File: config.mk
export PLATFORM = sky130hd
export DESIGN_NAME = tff_period_meter
export DESIGN_NICKNAME = d
export VERILOG_FILES = /design/src/rtl/tff_period_meter.sv
export SDC_FILE = /design/constraint.sdc
export NUM_CORES = 1
export LEC_CHECK = 0
export BUFFER_PORTS_ARGS = -buffer_cell sky130_fd_sc_hd__buf_2
export CAP_MARGIN = 20
export CORE_ASPECT_RATIO = 1.1
export CORE_MARGIN = 4
export CORE_UTILIZATION = 45
export CTS_CLUSTER_SIZE = 14
export DETAILED_ROUTE_END_ITERATION = 10
export GPL_TIMING_DRIVEN = 0
export PLACE_DENSITY_LB_ADDON = 0.12
export SLEW_MARGIN = 40
export SYNTH_ARGS = -nofsm -noshare
export SYNTH_HDL_FRONTEND = slang
export SYNTH_SLANG_ARGS = --single-unit
File: constraint.sdc
create_clock -name clk -period 4.2 [get_ports clk]
set_input_delay 0.84 -clock clk [delete_from_list [all_inputs] [get_ports clk]]
set_output_delay 0.84 -clock clk [all_outputs]
set_load 0.02 [all_outputs]
File: src/rtl/tff_period_meter.sv
// ---------------------------------------------------------------------------
// tff_period_meter
//
// Measures the divided square wave coming out of the T-flip-flop divider.
// For every full period of q_in (rising edge to rising edge) it produces the
// period length and the high-phase length, both in clk cycles, and hands the
// result to a consumer through a single-entry valid/ready holding register.
//
// Parameters
//   W            width of the cycle counter and of period / high_time (W >= 2)
//
// Ports
//   clk          clock, rising edge
//   rst          asynchronous reset, active low
//   q_in         divided signal, already synchronous to clk
//   en           measurement enable; low forces the FSM to IDLE
//   clr          synchronous clear: clears overrun, re-arms, drops the
//                measurement in progress
//   out_ready    consumer accepts the held result
//   period_valid output register holds an unaccepted result
//   period       cycles between two consecutive rising edges
//   high_time    cycles from a rising edge to the following falling edge
//   sat          period counter saturated during this result
//   overrun      sticky: a completed result was dropped (register was full)
//   rise_pulse   one-cycle pulse, cycle after a rising edge is detected
//   fall_pulse   one-cycle pulse, cycle after a falling edge is detected
// ---------------------------------------------------------------------------
module tff_period_meter #(
    parameter int unsigned W = 8
) (
    input  logic         clk,
    input  logic         rst,
    input  logic         q_in,
    input  logic         en,
    input  logic         clr,
    input  logic         out_ready,
    output logic         period_valid,
    output logic [W-1:0] period,
    output logic [W-1:0] high_time,
    output logic         sat,
    output logic         overrun,
    output logic         rise_pulse,
    output logic         fall_pulse
);

    typedef enum logic [1:0] {
        S_IDLE = 2'd0,
        S_ARM  = 2'd1,
        S_MEAS = 2'd2
    } state_e;

    localparam logic [W-1:0] CNT_MAX = '1;
    localparam logic [W-1:0] CNT_ONE = W'(1);

    // state
    state_e         state_q,       state_d;
    logic           q_d_q,         q_d_d;
    logic [W-1:0]   cnt_q,         cnt_d;
    logic           sat_i_q,       sat_i_d;
    logic [W-1:0]   high_lat_q,    high_lat_d;

    // output holding register
    logic           valid_q,       valid_d;
    logic [W-1:0]   period_q,      period_d;
    logic [W-1:0]   high_time_q,   high_time_d;
    logic           sat_q,         sat_d;
    logic           overrun_q,     overrun_d;
    logic           rise_pulse_q,  rise_pulse_d;
    logic           fall_pulse_q,  fall_pulse_d;

    logic           rise;
    logic           fall;
    logic           complete;
    logic           xfer;

    // Edge detection is combinational on q_in so edges are seen in the same
    // cycle q_in changes; it runs regardless of en.
    assign rise = q_in & ~q_d_q;
    assign fall = ~q_in & q_d_q;
    assign xfer = valid_q & out_ready;

    always_comb begin
        q_d_d        = q_in;
        rise_pulse_d = rise;
        fall_pulse_d = fall;

        // Free-running saturating counter; a rise restarts it at 1 so that
        // its value at the next detection equals the elapsed cycle count.
        cnt_d   = cnt_q;
        sat_i_d = sat_i_q;
        if (rise) begin
            cnt_d = CNT_ONE;
        end else if (cnt_q != CNT_MAX) begin
            cnt_d = cnt_q + 1'b1;
        end
        if (!rise && (cnt_d == CNT_MAX)) begin
            sat_i_d = 1'b1;
        end

        // FSM: clr dominates en, en dominates edges.
        state_d    = state_q;
        high_lat_d = high_lat_q;
        complete   = 1'b0;
        if (clr) begin
            state_d = en ? S_ARM : S_IDLE;
        end else if (!en) begin
            state_d = S_IDLE;
        end else begin
            unique case (state_q)
                S_IDLE: begin
                    state_d = S_ARM;
                end
                S_ARM: begin
                    if (rise) begin
                        state_d = S_MEAS;
                        sat_i_d = 1'b0;
                    end
                end
                S_MEAS: begin
                    if (fall) begin
                        high_lat_d = cnt_q;
                    end
                    if (rise) begin
                        complete = 1'b1;
                        sat_i_d  = 1'b0;
                    end
                end
                default: begin
                    state_d = S_IDLE;
                end
            endcase
        end

        // Output register: a completion may load in the same cycle the held
        // result is being accepted; otherwise a full register drops it.
        valid_d     = valid_q;
        period_d    = period_q;
        high_time_d = high_time_q;
        sat_d       = sat_q;
        overrun_d   = overrun_q;
        if (complete) begin
            if (!valid_q || out_ready) begin
                valid_d     = 1'b1;
                period_d    = cnt_q;
                high_time_d = high_lat_q;
                sat_d       = sat_i_q;
            end else begin
                overrun_d = 1'b1;
            end
        end else if (xfer) begin
            valid_d = 1'b0;
        end
        if (clr) begin
            overrun_d = 1'b0;
        end
    end

    always_ff @(posedge clk or negedge rst) begin
        if (!rst) begin
            state_q      <= S_IDLE;
            q_d_q        <= 1'b0;
            cnt_q        <= '0;
            sat_i_q      <= 1'b0;
            high_lat_q   <= '0;
            valid_q      <= 1'b0;
            period_q     <= '0;
            high_time_q  <= '0;
            sat_q        <= 1'b0;
            overrun_q    <= 1'b0;
            rise_pulse_q <= 1'b0;
            fall_pulse_q <= 1'b0;
        end else begin
            state_q      <= state_d;
            q_d_q        <= q_d_d;
            cnt_q        <= cnt_d;
            sat_i_q      <= sat_i_d;
            high_lat_q   <= high_lat_d;
            valid_q      <= valid_d;
            period_q     <= period_d;
            high_time_q  <= high_time_d;
            sat_q        <= sat_d;
            overrun_q    <= overrun_d;
            rise_pulse_q <= rise_pulse_d;
            fall_pulse_q <= fall_pulse_d;
        end
    end

    assign period_valid = valid_q;
    assign period       = period_q;
    assign high_time    = high_time_q;
    assign sat          = sat_q;
    assign overrun      = overrun_q;
    assign rise_pulse   = rise_pulse_q;
    assign fall_pulse   = fall_pulse_q;

endmodule

==> metrics, run 1 <==
DR pass1 iterations=4; Die H=74.02 um; gpl congestion=0.8274; critical path type=primary input to flop; power per cell area=405.9 nW/um2; nets@finish=178; status=finished clean; CTS H-tree depth=2; critical path arrival=2220 ps; setup TNS=0 ps; Leakage Power=1.067 nW; Die W=68.02 um; commonest cells in the netlist=dfrtp_1, mux2_2, nand2_1; CP startpoint kind=primary input; peak supply drop=0.0002421 V; Req. time, crit path=4370 ps; Clock Latency Late Sink=290 ps; number of global-route vias before repair=1156; CTS tree=yes; MaxCap Viol Count=0; post-CTS resize count=0; Post-DP Area=1978 um2; area grow syn2layout=16.35%; unrepaired setup endpoints after global routing=no; vias per cell=5.197; YS warnings=0; Design Area, Final=2074 um2; CP Capture Type=flop; hold buffers post-CTS=0; Slew headroom=0.6688; post-synthesis sequential area ratio=0.5754; endpoints failing setup=0; Mapped Cells=134; Initial DRC Count=48; Synth Cell Area=1783 um2; Routed Antenna Nets=0; Worst Path Max Fanout=10; Post-synth ARST share=1.000; Synth area leaders=dfrtp_1, mux2_2, ha_1; Total Wirelength=3.031 mm; # IOs=27; count leader, synth=dfrtp_1; largest net degree at the start of global routing=42; synthesized area per cell=13.31 um2; diode count=0; Slew @ Worst Pin=496.9 ps; syn_nets=145; synth unique cells=37; Buffers on Ports=26; Reg clk slew, reported paths=80 ps; ratio of cells with drive above 1 in the final layout=0.4524; Tot GR Track Use=0.1404; max-slew violations=0; final number of hold-violating endpoints=0; Core Region=3741 um2; FF+latch count, synth=41; class of the worst hold path=flop to flop; Main synth FF type=dfrtp_1; initial antenna violation count=0; area leader, netlist=dfrtp_1; wire length of the first global-routing pass=5.292 mm; EDFF count, synth=0; crit share post-route=0.4866; DP HPWL=2.187 mm; clock skew=5.299 ps; # rows=23; Initial Util=0.4766; CTS Buffer Depth=2; fmax=489.3 MHz; root buffer cell=clkbuf_8; fin crit period=2044 ps; Die ar.=5034 um2; routed wire length per instance=13.90 um; postcts setup bufs=0; Synth top area share=0.5754; CTS Buf Count=5; Fin Hold WS=503.6 ps; TritonCTS sink count=41; GR Overflow Total=0; Vias=1133; DRC Markers=0
cell families after synthesis:
kind of cell | after synthesis | synth area share
xor+xnor | 1 | 0.004913
flops | 41 | 0.5754
simple gates | 33 | 0.1158
buf+inv | 10 | 0.03157
fa+ha+maj | 5 | 0.03509
mux | 25 | 0.1579
compound gates | 19 | 0.07930
report_power, final:
part | total, W | switching [W] | internal (W)
Clock | 0.000265 | 0.000132 | 0.000133
Sequential | 0.000441 | 0.0000194 | 0.000422
Combinational | 0.000135 | 0.0000773 | 0.0000579
sequential cells by signal (all words and copies together) (netlist names):
name and flops:
sat_i_q 1, fall_pulse 1, rise_pulse 1, q_d_q 1, period_valid 1, overrun 1, period 8, sat 1
state_q 2, high_lat_q 8, high_time 8, cnt_q 8
area by class of cell:
type / instances / area [um2]
Fill cell: 335 / 1667
Multi-Input combinational cell: 83 / 700.7
Timing Repair Buffer: 26 / 132.6
Clock inverter: 2 / 13.76
Buffer: 6 / 41.29
Sequential cell: 41 / 1026
Tap cell: 50 / 62.56
Inverter: 4 / 15.01
Clock buffer: 6 / 82.58
per-stage QoR:
step / cells / power [W] / setup slack (ps) / utilization
2_1_floorplan: 134 / 0.0005446 / 2221 / -
3_3_place_gp: 210 / 0.0005816 / 1840 / 0.5281
3_5_place_dp: 210 / 0.0005863 / 1818 / 0.5288
4_1_cts: 218 / 0.0008541 / 2133 / 0.5545
5_1_grt: 218 / 0.0008921 / 2030 / 0.5545
6_report: 218 / 0.0008420 / 2156 / 0.5545
path summary, 6_finish.rpt:
check                                    startpoint                  endpoint  slack [ps]  depth (start not counted)
max                                            q_in     period[0]$_DFFE_PN0P_        2160                          6
min                        high_time[7]$_DFFE_PN0P_  high_time[7]$_DFFE_PN0P_         500                          1
max reg2reg                      cnt_q[0]$_DFF_PN0_         sat_i_q$_DFF_PN0_        2250                          6
min reg2reg                high_time[7]$_DFFE_PN0P_  high_time[7]$_DFFE_PN0P_         500                          1
max in group asynchronous                       rst        cnt_q[1]$_DFF_PN0_        3340                          1
min in group asynchronous                       rst     period[4]$_DFFE_PN0P_         520                          1
routing by layer:
metal / track usage / vias up / share of wire
li1: - / 541 / -
met1: 0.1799 / 564 / 0.46
met2: 0.2227 / 23 / 0.48
met3: 0.03474 / 5 / 0.042
met4: 0.06623 / 0 / 0.018
met5: 0 / - / 0
placed cells by master (no fill, tap or decap), drive strengths merged, types with 2 or more instances in the layout:
cell	count
nor2	3
a31oi	3
nand3	4
dfrtp	41
a21oi	5
o21ai	4
inv	3
and2	2
nor3	2
clkbuf	8
buf	30
nand4	3
clkinv	3
nand2	6
nor2b	3
and3	3
ha	5
mux2	25
nand2b	3
critical path, stage by stage:
cell and delay [ps]:
buf_2 130, nand2b_4 90, clkinv_1 260, nand4_2 320, buf_4 230, mux2_2 350
No activity file was read; power rests on OpenSTA's default activity.
==> run 2, diff against run 1 <==
==> constraint.sdc (replaced) <==
create_clock -name clk -period 1.72 [get_ports clk]
set_input_delay 0.344 -clock clk [delete_from_list [all_inputs] [get_ports clk]]
set_output_delay 0.344 -clock clk [all_outputs]
set_load 0.02 [all_outputs]
==> metrics, run 2 (synthesis results as in run 1) <==
Slew headroom=0.6606 (was 0.6688); Power, Total=0.002238 W (was 0.0008420 W); fmax=592.2 MHz; gpl congestion=0.8330 (was 0.8274); CTS Buffer Depth=2 (unchanged); Core Region=3741 um2 (unchanged); TritonCTS sink count=41 (unchanged); switching pwr=0.0005754 W (was 0.0002290 W); Leakage Power=1.091 nW (was 1.067 nW); peak supply drop=0.0005514 V (was 0.0002421 V); Slew @ Worst Pin=509.2 ps (was 496.9 ps); Switching Fraction=0.2571 (was 0.2720); R2R setup slack=30 ps (was 2250 ps); CTS Buf Count=5 (unchanged); status=finished clean (unchanged); Fillers=329 (was 335); CTS H-tree depth=2 (unchanged); met2 Use GR=0.2334 (was 0.2227); critical path arrival=1880 ps (was 2220 ps); number of global-route vias before repair=1165 (was 1156); ratio of cells with drive above 1 in the final layout=0.4793 (was 0.4524); most common cell after layout, fill and taps aside=dfrtp_1 (unchanged); unrepaired setup endpoints after global routing=no (unchanged); crit share post-route=0.9818; wire length of the first global-routing pass=5.451 mm (was 5.292 mm); met3 usage=0.03172 (was 0.03474); Routed Antenna Nets=0 (unchanged); DP HPWL=2.217 mm (was 2.187 mm); # IOs=27 (unchanged); Clock Latency Late Sink=300 ps (was 290 ps); Reg clk slew, reported paths=80 ps (about the same); clock network power share=0.359 (was 0.315); DRC Markers=0 (unchanged); class of the worst hold path=primary input to async pin (was flop to flop); fin crit period=1689 ps; Die H=74.02 um (unchanged); clock skew=7.632 ps (was 5.299 ps); Worst Path Max Fanout=9 (was 10); endpoints failing setup=0 (unchanged); Final Non-Filler Cells=219 (was 218); routing usage on met1=0.1874 (was 0.1799); Req. time, crit path=1910 ps (was 4370 ps); CP Capture Type=flop (unchanged); hold buffers post-CTS=0 (unchanged); Initial DRC Count=36 (was 48); initial antenna violation count=0 (unchanged); CTS tree=yes (unchanged); GR Overflow Total=0 (unchanged); vias per cell=5.219 (was 5.197); Reg area=1027 um2 (was 1026 um2); Initial Util=0.4766 (unchanged); routed wire length per instance=14.39 um (was 13.90 um); Vias=1143 (was 1133); placed cells=210 (unchanged); final number of hold-violating endpoints=0 (unchanged); MaxCap Viol Count=0 (unchanged); Die W=68.02 um (unchanged); Die ar.=5034 um2 (unchanged); GRT busiest layer=met2 (unchanged); Total Wirelength=3.152 mm (was 3.031 mm); R2R cell count=5 (was 6); max-slew violations=0 (unchanged); r2r startpoint=cnt_q[0]$_DFF_PN0_ (unchanged); Flop pwr share=0.475 (was 0.524); commonest cells after routing, fill and taps aside=dfrtp_1, mux2_2, buf_2 (was dfrtp_1, buf_2, mux2_2); Int Pwr=0.001663 W (was 0.0006130 W); area occupied by multi-input gates=719.4 um2 (was 700.7 um2); root buffer cell=clkbuf_8 (unchanged); largest net degree at the start of global routing=42 (unchanged); diode count=0 (unchanged); nets@finish=179 (was 178); power per cell area=1050 nW/um2 (was 405.9 nW/um2); critical path type=flop to flop (was primary input to flop); capture point of the worst reg-to-reg path=sat_i_q$_DFF_PN0_ (unchanged); DR pass1 iterations=4 (unchanged); Buffers on Ports=26 (unchanged); Combinational Power Share=0.165 (was 0.161); CP startpoint kind=flop (was primary input); Tot GR Track Use=0.1473 (was 0.1404); area grow syn2layout=19.58% (was 16.35%); # rows=23 (unchanged)
run 2: final cells by class:
class / count / share of cell area
inverters: 4 / 0.007629
plain buffers: 5 / 0.01819
clock buffers: 6 / 0.03873
repair buffers: 28 / 0.06925
multi-input cells: 83 / 0.3374
flip-flops and latches: 41 / 0.4818
clock inverters: 2 / 0.01761
well taps: 50 / 0.02934
run 2: critical path, stage by stage, from the launching register on:
cell and delay [ps]:
dfrtp_2 410, ha_2 220, and3b_2 220, a311o_1 270, and4_1 220, a32o_1 250
run 2: through the flow:
stage	util	cell area (um2)	hold WS [ps]	setup WS, ps	TNS (ps)
global route	0.5699	2132	52.44	0.2083	0
detailed placement	0.5318	1989	354.3	-198.0	-2025
CTS	0.5709	2136	31.17	-43.65	-43.65
finish	0.5699	2132	20.23	31.36	0
floorplan	-	1794	48.41	-4.970	-4.970
global placement	0.5311	1987	481.6	-185.9	-1691
run 2: worst max-delay path by stage:
stage	startpoint	to	slack (ps)	cells past startpoint
2_1_floorplan	cnt_q[0]$_DFF_PN0_	sat_i_q$_DFF_PN0_	-5	6
3_3_place_gp	cnt_q[0]$_DFF_PN0_	sat_i_q$_DFF_PN0_	-190	7
3_5_place_dp	cnt_q[0]$_DFF_PN0_	sat_i_q$_DFF_PN0_	-200	7
4_1_cts	cnt_q[0]$_DFF_PN0_	sat_i_q$_DFF_PN0_	-40	6
5_1_grt	cnt_q[0]$_DFF_PN0_	sat_i_q$_DFF_PN0_	0.2	6
6_report	cnt_q[0]$_DFF_PN0_	sat_i_q$_DFF_PN0_	30	5
run 2: timing repair:
action	CTS	global route
endpoints found under the setup margin	12	6
resized for setup	3	3
setup buffers	2	0
run 2: power by group through the flow:
stage,registers (W),logic (W),clock network (W)
finish,0.00106,0.000370,0.000804
floorplan,0.00110,0.000242,0
global placement,0.00110,0.000338,0
global route,0.00107,0.000415,0.000861
CTS,0.00106,0.000386,0.000824
detailed placement,0.00110,0.000348,0
run 2: layer usage:
layer	up-vias	wire [um]
met2	27	1550
met4	0	58
met3	5	138
met1	564	1404
li1	547	-
met5	-	0
==> run 3, diff against run 2 <==
--- a/config.mk
+++ b/config.mk
@@ -13,7 +13,7 @@
 export CTS_CLUSTER_SIZE = 14
 export DETAILED_ROUTE_END_ITERATION = 10
 export GPL_TIMING_DRIVEN = 0
-export PLACE_DENSITY_LB_ADDON = 0.12
+export PLACE_DENSITY = 0.68
 export SLEW_MARGIN = 40
 export SYNTH_ARGS = -nofsm -noshare
 export SYNTH_HDL_FRONTEND = slang
==> metrics, run 3 (synthesis results as in run 1) <==
max incr delay on CP=430 ps (was 410 ps); Combinational Power Share=0.191 (was 0.165); fin crit period=1672 ps (was 1689 ps); diode count=0 (unchanged); area grow syn2layout=18.60% (was 19.58%); Slew @ Worst Pin=503.9 ps (was 509.2 ps); # IOs=27 (unchanged); final number of hold-violating endpoints=0 (unchanged); Req. time, crit path=1890 ps (was 1910 ps); Worst Path Max Fanout=4 (was 9); gpl congestion=0.7632 (was 0.8330); Switching Fraction=0.2667 (was 0.2571); Fin Hold WS=17.02 ps (was 20.23 ps); met2 wire len=1.783 mm (was 1.550 mm); Vias=1159 (was 1143); CP cell instances=ha_4, and3b_2, a311o_1, and4_1, a32o_1 (was ha_2, and3b_2, a311o_1, and4_1, a32o_1); Total Wirelength=3.294 mm (was 3.152 mm); Initial DRC Count=36 (unchanged); placed cells=210 (unchanged); endpoints failing setup=0 (unchanged); CTS Buffer Depth=2 (unchanged); R2R setup slack=50 ps (was 30 ps); Flop pwr share=0.514 (was 0.475); max-slew violations=0 (unchanged); clock skew=4.647 ps (was 7.632 ps); Final Non-Filler Cells=219 (unchanged); Buffers on Ports=26 (unchanged); fmax=598.1 MHz (was 592.2 MHz); # rows=23 (unchanged); nets@finish=180 (was 179); unrepaired setup endpoints after global routing=no (unchanged); Routed Antenna Nets=0 (unchanged); pre-CTS setup slack=-225.8 ps (was -198.0 ps); class of the worst hold path=primary input to async pin (unchanged); crit share post-route=0.9721 (was 0.9818); Reg clk slew, reported paths=70 ps (was 80 ps); gate family responsible for the most delay along the worst path=compound AO/OA/AOI/OAI gates (unchanged); critical path arrival=1850 ps (was 1880 ps); DP HPWL=2.392 mm (was 2.217 mm); Leakage Power=1.081 nW (was 1.091 nW); R2R cell count=5 (unchanged); Die W=68.02 um (unchanged); fin util=0.5652 (was 0.5699); TritonCTS sink count=41 (unchanged); WP depth=5 (unchanged); metal3 WL=133 um (was 138 um); ratio of cells with drive above 1 in the final layout=0.4734 (was 0.4793); Crit. Startpoint=cnt_q[0]$_DFF_PN0_ (unchanged); most common cell after layout, fill and taps aside=dfrtp_1 (unchanged); capture point of the worst reg-to-reg path=sat_i_q$_DFF_PN0_ (unchanged); peak supply drop=0.0004641 V (was 0.0005514 V); CTS H-tree depth=2 (unchanged); CTS Buf Count=5 (unchanged); Initial Util=0.4766 (unchanged); initial antenna violation count=0 (unchanged); Clock Latency Late Sink=290 ps (was 300 ps); CTS tree=yes (unchanged); root buffer cell=clkbuf_8 (unchanged); final setup margin=47.95 ps (was 31.36 ps); Max stage delay cell, worst path=dfrtp_2 (unchanged); largest net degree at the start of global routing=42 (unchanged); switching pwr=0.0005555 W (was 0.0005754 W); status=finished clean (unchanged); Tot GR Track Use=0.1550 (was 0.1473); critical path type=flop to flop (unchanged); met1 WL=1.284 mm (was 1.404 mm); routed wire length per instance=15.04 um (was 14.39 um); number of global-route vias before repair=1243 (was 1165); commonest cells after routing, fill and taps aside=dfrtp_1, mux2_2, buf_2 (unchanged); wire length of the first global-routing pass=5.678 mm (was 5.451 mm); CP Capture Type=flop (unchanged); DRC Markers=0 (unchanged); GR Overflow Total=0 (unchanged); Int Pwr=0.001527 W (was 0.001663 W); Slew headroom=0.6641 (was 0.6606); Core Region=3741 um2 (unchanged); CP startpoint kind=flop (unchanged); r2r startpoint=cnt_q[0]$_DFF_PN0_ (unchanged); MaxCap Viol Count=0 (unchanged); hold buffers post-CTS=0 (unchanged); DR top layer=met4 (unchanged); clock network power share=0.295 (was 0.359); Die H=74.02 um (unchanged); DR pass1 iterations=6 (was 4); vias per cell=5.292 (was 5.219); power per cell area=985.0 nW/um2 (was 1050 nW/um2); Critical path buffers and inverters=0 (unchanged); Die ar.=5034 um2 (unchanged)
run 3: cell type report:
class	count	area (um2)
Clock buffer	7	86.33
Fill cell	342	1627
Tap cell	50	62.56
Timing Repair Buffer	29	155.1
Buffer	5	38.79
Sequential cell	41	1027
Multi-Input combinational cell	83	728.2
Inverter	4	16.27
run 3: metrics by stage:
step,area [um2],setup TNS (ps),total power (W)
2_1_floorplan,1794,-4.970,0.001344
3_3_place_gp,1987,-1602,0.001435
3_5_place_dp,1989,-2355,0.001455
4_1_cts,2102,-66.59,0.002099
5_1_grt,2115,0,0.002205
6_report,2115,0,0.002083
run 3: worst register-to-register path: cells and delay by family (launching register included):
kind / cells / cell delay (ps)
adders and majority gates: 1 / 170
AOI/OAI and AO/OA: 2 / 570
DFF: 1 / 430
and+or+nand+nor: 2 / 390
run 3: worst max-delay path by stage:
| stage | to |
|---|---|
| global placement | sat_i_q$_DFF_PN0_ |
| global route | sat_i_q$_DFF_PN0_ |
| detailed placement | high_time[4]$_DFFE_PN0P_ |
| CTS | sat_i_q$_DFF_PN0_ |
| floorplan | sat_i_q$_DFF_PN0_ |
| finish | sat_i_q$_DFF_PN0_ |
run 3: metal layers:
metal | global-route usage | vias up
met1 | 0.1681 | 580
met4 | 0.09713 | 0
met3 | 0.03927 | 9
met5 | 0 | -
met2 | 0.2666 | 26
li1 | - | 544
run 3: power groups by stage:
stage          registers [W]  logic [W]  clock network [W]
2_1_floorplan        0.00110   0.000242                  0
6_report             0.00107   0.000398           0.000613
4_1_cts              0.00107   0.000392           0.000641
3_3_place_gp         0.00110   0.000338                  0
3_5_place_dp         0.00110   0.000356                  0
5_1_grt              0.00108   0.000444           0.000685
run 3: timing repair:
action                     in CTS  in global routing
pin swaps                       0                  6
setup endpoints to repair      11                 19
buffers inserted                2                  1
gates resized for setup         3                  5
